==> config.mk <==
export PLATFORM = sky130hd
export DESIGN_NAME = float_dot_accumulate
export DESIGN_NICKNAME = d
export VERILOG_FILES = /design/src/rtl/float_dot_accumulate.sv
export SDC_FILE = /design/constraint.sdc
export NUM_CORES = 1
export LEC_CHECK = 0
export ABC_CLOCK_PERIOD_IN_PS = 9150
export CAP_MARGIN = 20
export CORE_MARGIN = 8
export CORE_UTILIZATION = 55
export CTS_CLUSTER_DIAMETER = 100
export DETAILED_ROUTE_END_ITERATION = 16
export PLACE_DENSITY_LB_ADDON = 0.1
export SYNTH_ARGS = -nofsm -noshare
export SYNTH_HDL_FRONTEND = slang
export SYNTH_SLANG_ARGS = --single-unit
export TNS_END_PERCENT = 5
==> constraint.sdc <==
create_clock -name clock -period 9.15 [get_ports clock]
set_clock_uncertainty 0.1 [all_clocks]
set_input_delay 0.915 -clock clock [delete_from_list [all_inputs] [get_ports clock]]
set_output_delay 0.915 -clock clock [all_outputs]
set_load 0.02 [all_outputs]
==> src/rtl/float_dot_accumulate.sv <==
// Multi-lane float dot product into an exact Kulisch (fixed-point) accumulator.
// Optional FLOAT_DOT_ACC_OVERFLOW_DETECT_EN: saturate and flag accumulator overflow.
module float_dot_accumulate #(
   parameter  int EXP_IN        = 3,
   parameter  int FRAC_IN       = 2,
   parameter  int LANES         = 4,
   parameter  int ACC_EXTRA_BIT = 8,
   localparam int W             = 1 + EXP_IN + FRAC_IN,
   localparam int EXP_OUT       = EXP_IN + 1,
   localparam int FRAC_OUT      = 2 * FRAC_IN + 1,
   localparam int ACC_FRAC      = FRAC_OUT + 2**(EXP_OUT-1) - 2,
   localparam int ACC_NON_FRAC  = 1 + 2**(EXP_OUT-1) + ACC_EXTRA_BIT + $clog2(LANES),
   localparam int ACC_TOTAL     = ACC_FRAC + ACC_NON_FRAC
) (
   input  logic                   clock,
   input  logic                   reset,
   input  logic                   in_valid,
   output logic                   in_ready,
   input  logic [LANES*W-1:0]     in_a,
   input  logic [LANES*W-1:0]     in_b,
   input  logic                   in_last,
   output logic                   out_valid,
   input  logic                   out_ready,
   output logic [ACC_TOTAL-1:0]   out_acc,
   output logic                   out_nan,
   output logic                   out_overflow
);

   localparam int MW = FRAC_IN + 1;
   localparam int PW = 2 * MW;
   localparam int SW = EXP_IN + 2;
   localparam int P  = 2**$clog2(LANES);

   logic [ACC_TOTAL-1:0] prod [LANES];
   logic [LANES-1:0]     nan_lane;

   // Product shift works out to ea+eb+1 for this accumulator layout, so it is never negative.
   for (genvar g = 0; g < LANES; g++) begin : g_lane
      logic [W-1:0]         a, b;
      logic [EXP_IN-1:0]    ea, eb, ea_eff, eb_eff;
      logic [MW-1:0]        ma, mb;
      logic [PW-1:0]        mp;
      logic [SW-1:0]        sh;
      logic [ACC_TOTAL-1:0] mag;
      logic                 special;

      assign a       = in_a[g*W +: W];
      assign b       = in_b[g*W +: W];
      assign ea      = a[W-2 -: EXP_IN];
      assign eb      = b[W-2 -: EXP_IN];
      assign ea_eff  = (ea == '0) ? EXP_IN'(1) : ea;
      assign eb_eff  = (eb == '0) ? EXP_IN'(1) : eb;
      assign ma      = {|ea, a[FRAC_IN-1:0]};
      assign mb      = {|eb, b[FRAC_IN-1:0]};
      assign mp      = PW'(ma) * PW'(mb);
      assign sh      = SW'(ea_eff) + SW'(eb_eff) + SW'(1);
      assign mag     = ACC_TOTAL'(mp) << sh;
      assign special = (&ea) | (&eb);
      assign nan_lane[g] = special;
      assign prod[g]     = special ? '0 : ((a[W-1] ^ b[W-1]) ? -mag : mag);
   end

   logic [ACC_TOTAL-1:0] s1_prod_q [LANES];
   logic                 s1_valid_q, s1_last_q, s1_nan_q;
   logic [ACC_TOTAL-1:0] s2_sum_q;
   logic                 s2_valid_q, s2_last_q, s2_nan_q;
   logic [ACC_TOTAL-1:0] acc_q, acc_d;
   logic                 first_q;
   logic                 nan_q, nan_d;
   logic                 out_valid_q, out_nan_q;
   logic [ACC_TOTAL-1:0] out_acc_q;
   logic [ACC_TOTAL-1:0] node [P];
   logic [ACC_TOTAL-1:0] tree_sum;
   logic [ACC_TOTAL-1:0] add_raw;
   logic                 stall;

   always_comb begin
      for (int i = 0; i < P; i++) node[i] = (i < LANES) ? s1_prod_q[i] : '0;
      for (int s = P / 2; s >= 1; s = s / 2) begin
         for (int i = 0; i < s; i++) node[i] = node[2*i] + node[2*i+1];
      end
      tree_sum = node[0];
   end

   assign stall    = out_valid_q && !out_ready && s2_valid_q && s2_last_q;
   assign in_ready = !stall;
   assign add_raw  = acc_q + s2_sum_q;
   assign nan_d    = nan_q | s2_nan_q;

`ifdef FLOAT_DOT_ACC_OVERFLOW_DETECT_EN
   logic                 ovf_q, ovf_d, ovf_now, out_ovf_q;
   logic [ACC_TOTAL-1:0] sat_val;

   assign ovf_now = !first_q && (acc_q[ACC_TOTAL-1] == s2_sum_q[ACC_TOTAL-1])
                    && (add_raw[ACC_TOTAL-1] != acc_q[ACC_TOTAL-1]);
   assign sat_val = acc_q[ACC_TOTAL-1] ? {1'b1, {(ACC_TOTAL-1){1'b0}}}
                                       : {1'b0, {(ACC_TOTAL-1){1'b1}}};
   assign acc_d   = first_q ? s2_sum_q : (ovf_now ? sat_val : add_raw);
   assign ovf_d   = ovf_q | ovf_now;
   assign out_overflow = out_ovf_q;
`else
   assign acc_d   = first_q ? s2_sum_q : add_raw;
   assign out_overflow = 1'b0;
`endif

   always_ff @(posedge clock) begin
      if (reset) begin
         s1_valid_q  <= 1'b0;
         s1_last_q   <= 1'b0;
         s1_nan_q    <= 1'b0;
         s2_valid_q  <= 1'b0;
         s2_last_q   <= 1'b0;
         s2_nan_q    <= 1'b0;
         s2_sum_q    <= '0;
         acc_q       <= '0;
         first_q     <= 1'b1;
         nan_q       <= 1'b0;
         out_valid_q <= 1'b0;
         out_acc_q   <= '0;
         out_nan_q   <= 1'b0;
`ifdef FLOAT_DOT_ACC_OVERFLOW_DETECT_EN
         ovf_q       <= 1'b0;
         out_ovf_q   <= 1'b0;
`endif
      end else begin
         if (out_valid_q && out_ready) out_valid_q <= 1'b0;
         if (!stall) begin
            s1_valid_q <= in_valid;
            if (in_valid) begin
               for (int i = 0; i < LANES; i++) s1_prod_q[i] <= prod[i];
               s1_last_q <= in_last;
               s1_nan_q  <= |nan_lane;
            end
            s2_valid_q <= s1_valid_q;
            if (s1_valid_q) begin
               s2_sum_q  <= tree_sum;
               s2_last_q <= s1_last_q;
               s2_nan_q  <= s1_nan_q;
            end
            if (s2_valid_q) begin
               if (s2_last_q) begin
                  // Hand the finished vector to the output and rearm for the next one.
                  out_valid_q <= 1'b1;
                  out_acc_q   <= acc_d;
                  out_nan_q   <= nan_d;
                  acc_q       <= '0;
                  first_q     <= 1'b1;
                  nan_q       <= 1'b0;
`ifdef FLOAT_DOT_ACC_OVERFLOW_DETECT_EN
                  out_ovf_q   <= ovf_d;
                  ovf_q       <= 1'b0;
`endif
               end else begin
                  acc_q   <= acc_d;
                  first_q <= 1'b0;
                  nan_q   <= nan_d;
`ifdef FLOAT_DOT_ACC_OVERFLOW_DETECT_EN
                  ovf_q   <= ovf_d;
`endif
               end
            end
         end
      end
   end

   assign out_valid = out_valid_q;
   assign out_acc   = out_acc_q;
   assign out_nan   = out_nan_q;

endmodule

* Word-level counts from Yosys, hierarchy flattened *
Memory sizes are Yosys's and may differ from the RTL's.
Index checks and enable logic that the tools add are counted.
W data, S select, Z words.

storage, ports and cells
  register bits after elaboration = 100
  memory bits (writable) = 120
  input port bits = 53
  output and inout bits = 34
  logic and storage cells = 111
  memories kept = 1

operators by class
  add/subtract/negate cells = 16
  $mul = 4
  shift operators = 4
  mux-type cells = 28
  bitwise logic cells = 10
  reductions and logical operators = 35

memories
  name       words  bits a word  rd ports  clocked after Yosys merged registers in  write ports  RTL line  source
  s1_prod_q  4      30           4         0                                        4            63        logic [ACC_TOTAL-1:0] s1_prod_q [LANES];

operators by type and width
  cell                   count
  $mux W30               10
  $add A30 B30 Y30       4
  $neg A30 Y30           4
  $shl A6 B5 Y30         4
  $reduce_and A3 Y1      9
  $logic_not A3 Y1       8
  $mul A3 B3 Y6          4
  $mux W3                8
  $reduce_or A3 Y1       8
  $add A4 B1 Y5 const B  4
  $add A3 B3 Y4          4
  $mux W1                10
  $reduce_and A2 Y1      3
  $or A1 B1 Y1           5
  $logic_and A1 B1 Y1    4
  $reduce_or A4 Y1       1
  $xor A1 B1 Y1          4
  $logic_not A1 Y1       2
  $not A1 Y1             1

* Longest topological paths before layout *
  depth after elaboration = 8
  gate-level depth with buffers = 17
  depth with buffers taken out = 16

* Worst setup path before layout *
Ideal clock, no wire load.

  path kind = in2reg
  start point = input port reset
  end point = memory s1_prod_q[0][0] in the netlist's numbering (enable)
  library setup time = 0.601 ns
  data arrival time = 6.527 ns
  data required time = 8.449 ns
  slack = 1.922 ns
  stages = 4
  buffers on the path = 3
  cells stage by stage = clkbuf_1 clkbuf_1 clkbuf_1 nor2_1

RTL lines
  element      RTL line  source
  from (decl)  16        input logic reset,
  to (decl)    63

==> results.json <==
{
  "die_w_um": 196,
  "num_antenna_cells": 0,
  "path_buf_inv": 3,
  "cap_violations": 0,
  "critPathKind": "input port to flip-flop",
  "ant_nets": 0,
  "yosysWarnings": 0,
  "core_area_um2": 31600,
  "gp_congestion": 0.951,
  "drtIter0Drc": 1253,
  "cp.arrival_ns": 5.85,
  "syn_area_um2": 17700,
  "final_util_pct": 62.4,
  "status": "finished clean",
  "min-delay-start": "out_acc[8]",
  "seq_power_share_pct": 27.2,
  "tns_ns": 0,
  "yosys-top-cells-area": "edfxtp_1, dfxtp_1, fa_1",
  "vias": 15338,
  "drtPass1Iterations": 7,
  "syn_to_final_growth_pct": 11.3,
  "clock_latency_ns": 0.54,
  "cts_resized": 0,
  "synth_top_cell_area_share_pct": 20.3,
  "finalNetCount": 2298,
  "place_hpwl_um": 37100,
  "max_stage_delay_ns": 0.78,
  "fillers": 2781,
  "p_int_w": 0.00280,
  "synth_top_cell_by_area": "edfxtp_1",
  "synth_ff_type": "edfxtp_1",
  "wirelength_um": 47900,
  "power_density_nw_per_um2": 242,
  "drive_gt1_share_pct": 5.15,
  "peakVddDrop_uv": 145,
  "startpoint": "in_b[9]",
  "post-route-period-util_pct": 62.3,
  "syn_nets": 2262,
  "synth_edf_count": 120,
  "crit_chain": "clkdlybuf4s50_1 -> nor3_1 -> nand2b_1 -> fa_1 -> inv_1 -> ha_1 -> inv_1 -> fa_1 -> xor2_1 -> nor2_1 -> a2111oi_0 -> o2bb2ai_1 -> o21bai_1 -> nor4_2 -> a41oi_1 -> xnor2_1 -> nor2_1",
  "pwr-share-clk_pct": 21.3,
  "endpoint_kind": "flip-flop",
  "wl_per_cell_um": 19.2,
  "grt_pass1_vias": 14487,
  "synth.yosys.seq_area_share_pct": 31.6,
  "p_leak_nw": 7.43,
  "critPathLaunchType": "input port",
  "synthArstFlopShare_pct": 0,
  "p_sw_w": 0.00198,
  "finalMaxSlewViolations": 0,
  "num_rows": 65,
  "clock-sinks": 220,
  "die_y_um": 196,
  "path_clk_slew_ns": 0.06,
  "ctsHoldBuffers": 0,
  "grt_start_max_net_pins": 63,
  "vias_per_cell": 6.14,
  "clk_path_buf_depth": 3,
  "tritoncts": "done",
  "overflow": 0,
  "fmaxAchievable_mhz": 176,
  "setup_viol": 0,
  "ys_types": 95,
  "switching_share_pct": 41.5,
  "tightest_slew_ns": 1.02,
  "syn_avg_cell_area_um2": 8.67,
  "cts_buffers": 26,
  "relSlewSlack_pct": 31.6,
  "netlist_instances": 2044,
  "antenna_found_initial": 0,
  "grt_first_pass_wirelength_um": 77000,
  "root_buffer": "clkbuf_16",
  "synth_commonest_cells": "nor2_1, nand2_1, a21oi_1",
  "rsz0062_at_grt": "no",
  "cp_top_family": "simple AND/OR/NAND/NOR gates",
  "yosysMostFrequentCell": "nor2_1",
  "hold_class": "flip-flop to flip-flop",
  "r2r-start": "s1_prod_q[3][1]",
  "io_pins": 87,
  "initial_core_util_pct": 56.0,
  "htreeDepth": 1,
  "postCtsSetupRepairBufs": 0,
  "critical_path.max_fanout": 9,
  "ys_seq_elements": 220,
  "post-route-min-period_ns": 5.70,
  "slowest_stage": "nor4_2",
  "die_area_um2": 38200,
  "drc": 0,
  "required_ns": 9.31,
  "finalHoldViolCount": 0,
  "grt_use_total_pct": 24.3,
  "combPwrFrac_pct": 51.5,
  "io_buffer_count": 85
}
registers in the layout (all words and copies together), names as in the netlist:
name / flops
s2_valid_q: 1
s2_last_q: 1
first_q: 1
acc_q: 30
out_acc: 30
nan_q: 1
out_nan: 1
s2_sum_q: 30
s2_nan_q: 1
s1_last_q: 1
s1_nan_q: 1
s1_valid_q: 1
s1_prod_q: 120
out_valid: 1
power groups by stage:
stage               clock, W  combinational (W)  sequential, W
floorplan                  0            0.00186        0.00129
global placement           0            0.00237        0.00132
detailed placement         0            0.00241        0.00132
CTS                  0.00103            0.00243        0.00130
global route         0.00107            0.00273        0.00132
finish               0.00102            0.00246        0.00130
worst register-to-register path, delay by kind of cell (launching register included):
kind                       cells  cell delay [ns]
adders and majority gates      4             1.42
AOI/OAI and AO/OA              7             2.06
xor gates and xnor gates       1             0.17
buffers and inverters          1             0.07
and+or+nand+nor                1             0.07
DFF                            1             0.44
kinds of logic (layout without fill, tap and decap cells):
family | count (synthesis) | count (layout) | share of synthesized area, %
fa+ha+maj | 165 | 165 | 14.7
other cells | 1 | 1 | 0.0212
mux | 23 | 23 | 1.62
flops | 220 | 220 | 31.6
simple gates | 750 | 750 | 20.0
buf+inv | 163 | 217 | 3.60
xor+xnor | 134 | 134 | 6.66
compound gates | 588 | 588 | 21.9
through the flow:
stage / instance area [um2] / setup slack, ns / cells / total power [W] / hold slack (ns)
global route: 19700 / 3.10 / 2500 / 0.00511 / 0.382
detailed placement: 18900 / 3.02 / 2450 / 0.00373 / 0.351
finish: 19700 / 3.45 / 2500 / 0.00478 / 0.355
floorplan: 17700 / 1.92 / 2044 / 0.00315 / 0.329
CTS: 19700 / 3.54 / 2496 / 0.00476 / 0.359
global placement: 18800 / 2.98 / 2448 / 0.00369 / 0.340
final timing paths:
kind	to	slack, ns	cells after the start
worst max-delay path	s1_prod_q[1][18]	3.45	17
worst min-delay path	out_acc[8]	0.36	2
worst max register to register	s2_sum_q[29]	4.69	14
worst min register to register	out_acc[8]	0.36	2
routing by layer:
| metal | share of wire (%) | global-route usage, % | up-vias |
|---|---|---|---|
| met5 | 0 | 0 | - |
| met4 | 2.6 | 6.54 | 0 |
| met3 | 4.6 | 2.54 | 84 |
| met2 | 49 | 41.7 | 397 |
| met1 | 44 | 32.3 | 7343 |
| li1 | - | - | 7514 |
cells in the final DEF (no fill, tap or decap), drive strengths merged, types with 39 or more instances in the layout:
cell type / instances
a21o: 40
nand2: 188
inv: 60
clkdlybuf4s50: 84
edfxtp: 120
clkbuf: 39
nor3: 76
dfxtp: 100
fa: 71
o21ai: 110
xor2: 64
xnor2: 70
a21oi: 170
nand3: 51
ha: 94
nor2: 259
cell type report:
type                    instances  area (um2)  share of cell area (%)
clock inverters                 8        72.6                   0.368
clock buffers                  38         766                    3.88
inverters                      62         233                    1.18
repair buffers                109        1050                    5.32
flip-flops and latches        220        5610                    28.4
multi-input cells            1661       11500                    58.3
well taps                     402         503                    2.55
No activity file was read; power rests on OpenSTA's default activity.
==> patch 1 (config.mk and constraints unchanged) <==
The option `FLOAT_DOT_ACC_OVERFLOW_DETECT_EN` is turned on by a define.
--- a/src/rtl/float_dot_accumulate.sv
+++ b/src/rtl/float_dot_accumulate.sv
@@ -1,4 +1,6 @@
 // Multi-lane float dot product into an exact Kulisch (fixed-point) accumulator.
 // Optional FLOAT_DOT_ACC_OVERFLOW_DETECT_EN: saturate and flag accumulator overflow.
+`define FLOAT_DOT_ACC_OVERFLOW_DETECT_EN
+
 module float_dot_accumulate #(
    parameter  int EXP_IN        = 3,
Function: not settled (the Yosys comparison gave no result); the edit may change what the design does.
==> patch 1 against the unedited design <==
Cell area grew 2.4%; worst setup slack better by 77 ps; power increased by 1.4%; area after synthesis increased by 2.5%; count of clock-buffer cells in the layout is 8 lower; first-iteration DRC count up 13%; non-clock buffer count fell by 8; routed wire length is 5.2% higher; hold slack worse by 2.5 ps; global-route usage grew 0.59 points; sequential cell count is 2 higher; largest cell class unchanged; largest power group unchanged; highest routed layer unchanged.
==> patch 1: results (changes against the unedited design) <==
Detailed routing
  • Final WL: 50400 um (+5.2%)
  • Iteration-0 DRC Markers: 1419 (+13%)
  • DR pass1 iterations: 6 (-1)
  • Vias: 16200 (+5.8%)
  • Detail Route Antenna Nets: 0 (unchanged)

Min path
  • Hold endpoint: out_acc[29]$_SDFFE_PP0P_
  • Hold Path Stages: 2 (unchanged)
  • Worst Min Path Start: out_acc[29]$_SDFFE_PP0P_

GRT
  • M2 GR Usage: 0.436 (+0.0193)
  • M3 GR Usage: 0.0282 (+0.00274)
  • GR Layer Usage met1: 0.321 (-0.00183)
  • Total Routing Usage GR: 0.249 (+0.00594)
  • Vias in the first global route: 15100 (+4.4%)
  • Global-route wire length before repair: 79900 um (+3.7%)
  • Largest net degree at the start of global routing: 65 (+3.2%)

Final layout
  • Max reg flops: 120 (unchanged)
  • Final nets: 2314 (+0.70%)
  • Top reg by flops: s1_prod_q
  • Share of cells above drive strength 1: 0.0473 (-0.00422)

Clock network
  • Max clock buf depth: 3 (unchanged)
  • PostCTS Resize Cnt: 0 (unchanged)

Setup path
  • Worst r2r dst: s2_sum_q[24]$_SDFFE_PP0P_
  • Crit-path max FO: 11 (+2)
  • R2r setup slk: 4810 ps (+120 ps)
  • Worst r2r path cells: 11 (-3)
  • Start of the worst register-to-register path: s1_prod_q[1][2]$_SDFFCE_PP0P_
  • Critical path origin: in_b[15]
  • Setup crit end: s1_prod_q[2][20]$_SDFFCE_PP0P_

Place
  • Placer Congestion: 0.948 (-0.35%)
  • Placed inst area: 19300 um^2 (+2.4%)
  • Post-DP HPWL: 38900 um (+4.8%)
  • Port buffer count: 86 (+1.2%)

Synth
  • Number of flops mapped to enable cells by yosys: 120 (unchanged)
  • Async SR Flop Fraction: 0 (unchanged)
  • Register area share after synthesis: 0.311 (-0.00561)
  • Netlist cell types: 91 (-4.2%)
  • Synth area leaders: edfxtp_1 20%, dfxtp_1 11%, fa_1 7.8%
  • Top cells by count, synth: 206 x nor2_1, 192 x nand2_1, 140 x a21oi_1
  • Synth Warn #: 0 (unchanged)
  • Post-synth top area share: 0.198 (-0.00502)
  • Synth Net Count: 2285 (+1.0%)

Status
  • Status: complete, no violations

Power
  • Pleak: 7.52 nW (+1.1%)
  • Worst vdd ir: 0.171 mV (+18%)

Timing
  • Worst hold slack: 353 ps (-2.50 ps)
  • Worst-Margin Slew: 1090 ps (+73.0 ps)
patch 1: through the flow:
stage / worst slack, ps / std cells / util
6_report: 3530 / 2558 / 0.621
5_1_grt: 3160 / 2558 / 0.621
4_1_cts: 3580 / 2554 / 0.620
3_5_place_dp: 3040 / 2506 / 0.594
3_3_place_gp: 3140 / 2506 / 0.594
2_1_floorplan: 1940 / 2067 / -
patch 1: critical path: stages:
cell and delay (ps):
clkdlybuf4s50_1 480, nor3_1 370, nand2b_1 190, fa_1 390
inv_1 80, ha_1 180, inv_1 60, fa_1 500
inv_1 60, mux4_2 510, a221oi_1 490, a31oi_1 150
nand3b_1 530, nor4_4 590, mux2i_1 240, nand2_1 60
patch 1: cells by family after synthesis:
group	after synthesis	share of synthesized area
AO/OA/AOI/OAI	631	0.241
XOR/XNOR	97	0.0467
adder cells (fa/ha/maj)	165	0.143
buffers and inverters	165	0.0349
flip-flops	222	0.311
multiplexers	28	0.0189
AND/OR/NAND/NOR	759	0.205
patch 1: final cells by class:
type / instances / area (um^2)
fill: 2868 / 12300
clock inverter: 18 / 175
tap: 442 / 553
multi-input combinational: 1680 / 11900
clock buffer: 30 / 687
timing repair buffer: 101 / 976
inverter: 65 / 244
sequential: 222 / 5650
patch 1: power by group:
group,leakage [nW],internal [W],switching (W)
clock,0.405,0.000601,0.000440
sequential,1.89,0.00121,0.000106
combinational,5.23,0.000996,0.00149
total,7.52,0.00281,0.00203
patch 1: routing by layer:
| layer | vias up | share of wire |
|---|---|---|
| met3 | 92 | 0.055 |
| met1 | 7790 | 0.43 |
| met4 | 0 | 0.026 |
| met2 | 522 | 0.49 |
| met5 | - | 0 |
| li1 | 7825 | - |
==> patch 2 (same flow settings) <==
Made on the original files. `FRAC_IN`: 2 -> 1.
--- a/src/rtl/float_dot_accumulate.sv
+++ b/src/rtl/float_dot_accumulate.sv
@@ -3,5 +3,5 @@
 module float_dot_accumulate #(
    parameter  int EXP_IN        = 3,
-   parameter  int FRAC_IN       = 2,
+   parameter  int FRAC_IN       = 1,
    parameter  int LANES         = 4,
    parameter  int ACC_EXTRA_BIT = 8,
Ports: changed (resized in_a, in_b and out_acc); port bits go from 87 to 77. The function was not compared with the original's and may differ.
==> patch 2 against the unedited design <==
Area after synthesis shrank 10%; routed wire length shrank 20%; power shrank 14%; cell area shrank 11%; critical path type unchanged; worst setup slack gained 680 ps; critical endpoint is now s1_prod_q[2][15]$_SDFFCE_PP0P_; fmax grew 14%; clock power shrank 11%; highest routed layer unchanged; largest power group unchanged; sequential cell count shrank 14.
==> patch 2: results (changes against the unedited design) <==
Status
  • Status: complete, no violations

Final layout
  • Fin cells: 2336 (-6.6%)
  • Share of cells above drive strength 1: 0.0410 (-0.0105)
  • Max reg flops: 112 (-6.7%)

Synth
  • Proportion of synthesized area in mux cells: 0.0177 (+0.00155)
  • Post-synthesis cell count: 1908 (-6.7%)
  • Post-Synth XOR/XNOR Area: 0.0605 (-0.00607)
  • Register area share after synthesis: 0.330 (+0.0139)
  • Synth Net Count: 2090 (-7.6%)
  • Top cells by count, synth: 267 x nor2_1, 184 x inv_1, 178 x nand2_1
  • Synth area leaders: edfxtp_1 21%, dfxtp_1 12%, fa_1 7.4%
  • Number of flops mapped to enable cells by yosys: 112 (-6.7%)
  • Compound-gate portion of the synthesized area: 0.200 (-0.0187)
  • Adder-cell share of the synthesized area: 0.136 (-0.0108)
  • Netlist cell types: 89 (-6.3%)

Min path
  • Worst Min Path Start: s1_last_q$_SDFFE_PP0P_
  • Hold endpoint: s1_last_q$_SDFFE_PP0P_

Power
  • Sw frac: 0.401 (-0.0134)
  • Total power: 0.00411 W (-14%)
  • Logic pwr share: 0.488 (-0.027)
  • Pleak: 7.27 nW (-2.3%)
  • Clk power: 0.000909 W (-11%)

Place
  • Placer Congestion: 0.951 (about the same)
  • Post-DP HPWL: 29700 um (-20%)
  • Port buffer count: 75 (-12%)
  • Placed inst area: 16900 um^2 (-10%)
  • Pre-CTS setup slack: 3680 ps (+665 ps)

Detailed routing
  • DR pass1 iterations: 5 (-2)
  • Vias/cell: 5.70 (-7.1%)
  • Met3 wire len: 1650 um (-26%)
  • Iteration-0 DRC Markers: 954 (-24%)
  • Final WL: 38500 um (-20%)
  • WL met2: 18500 um (-21%)

Setup path
  • Critical path origin: in_a[12]
  • R2r setup slk: 4940 ps (+250 ps)
  • CP arrival: 5210 ps (-640 ps)
  • Worst r2r path cells: 15 (+1)
  • Crit-path max FO: 14 (+5)
  • Worst r2r dst: s2_sum_q[27]$_SDFFE_PP0P_

Clock network
  • Clk Latency, worst-skew pair: 520 ps (-20 ps)
  • Num CTS Buffers: 23 (-12%)

Timing
  • Setup slack after layout: 4130 ps (+680 ps)
  • Worst hold slack: 359 ps (+3.26 ps)

GRT
  • M2 GR Usage: 0.387 (-0.0295)
  • Total Routing Usage GR: 0.224 (-0.0192)
  • M3 GR Usage: 0.0265 (+0.00110)
-- patch 2: cell types whose count changed after synthesis, sizes merged, moves of 12 or more --
| cell | delta |
|---|---|
| a211oi | +35 |
| a21oi | -26 |
| a31oi | -17 |
| and2 | -12 |
| buf | -13 |
| fa | -12 |
| ha | -16 |
| inv | +124 |
| nand3 | -21 |
| nor3 | -20 |
| o21ai | -14 |
| xnor2 | -18 |
-- patch 2: layout make-up --
type,count,area share
Clock inverter,10,0.00439
Clock buffer,32,0.0380
Multi-Input combinational cell,1429,0.545
Sequential cell,206,0.297
Timing Repair Buffer,90,0.0487
Inverter,185,0.0393
Tap cell,384,0.0272
-- patch 2: worst max-delay path: stages --
cell and delay (ps):
clkdlybuf4s50_1 480, nor2_1 130, nor2_1 50, ha_1 220
fa_1 810, mux2i_1 340, mux2i_1 370, o31a_1 420
a21oi_1 160, nor2b_1 530, nand2_1 190, and4_1 240
a2111oi_0 330
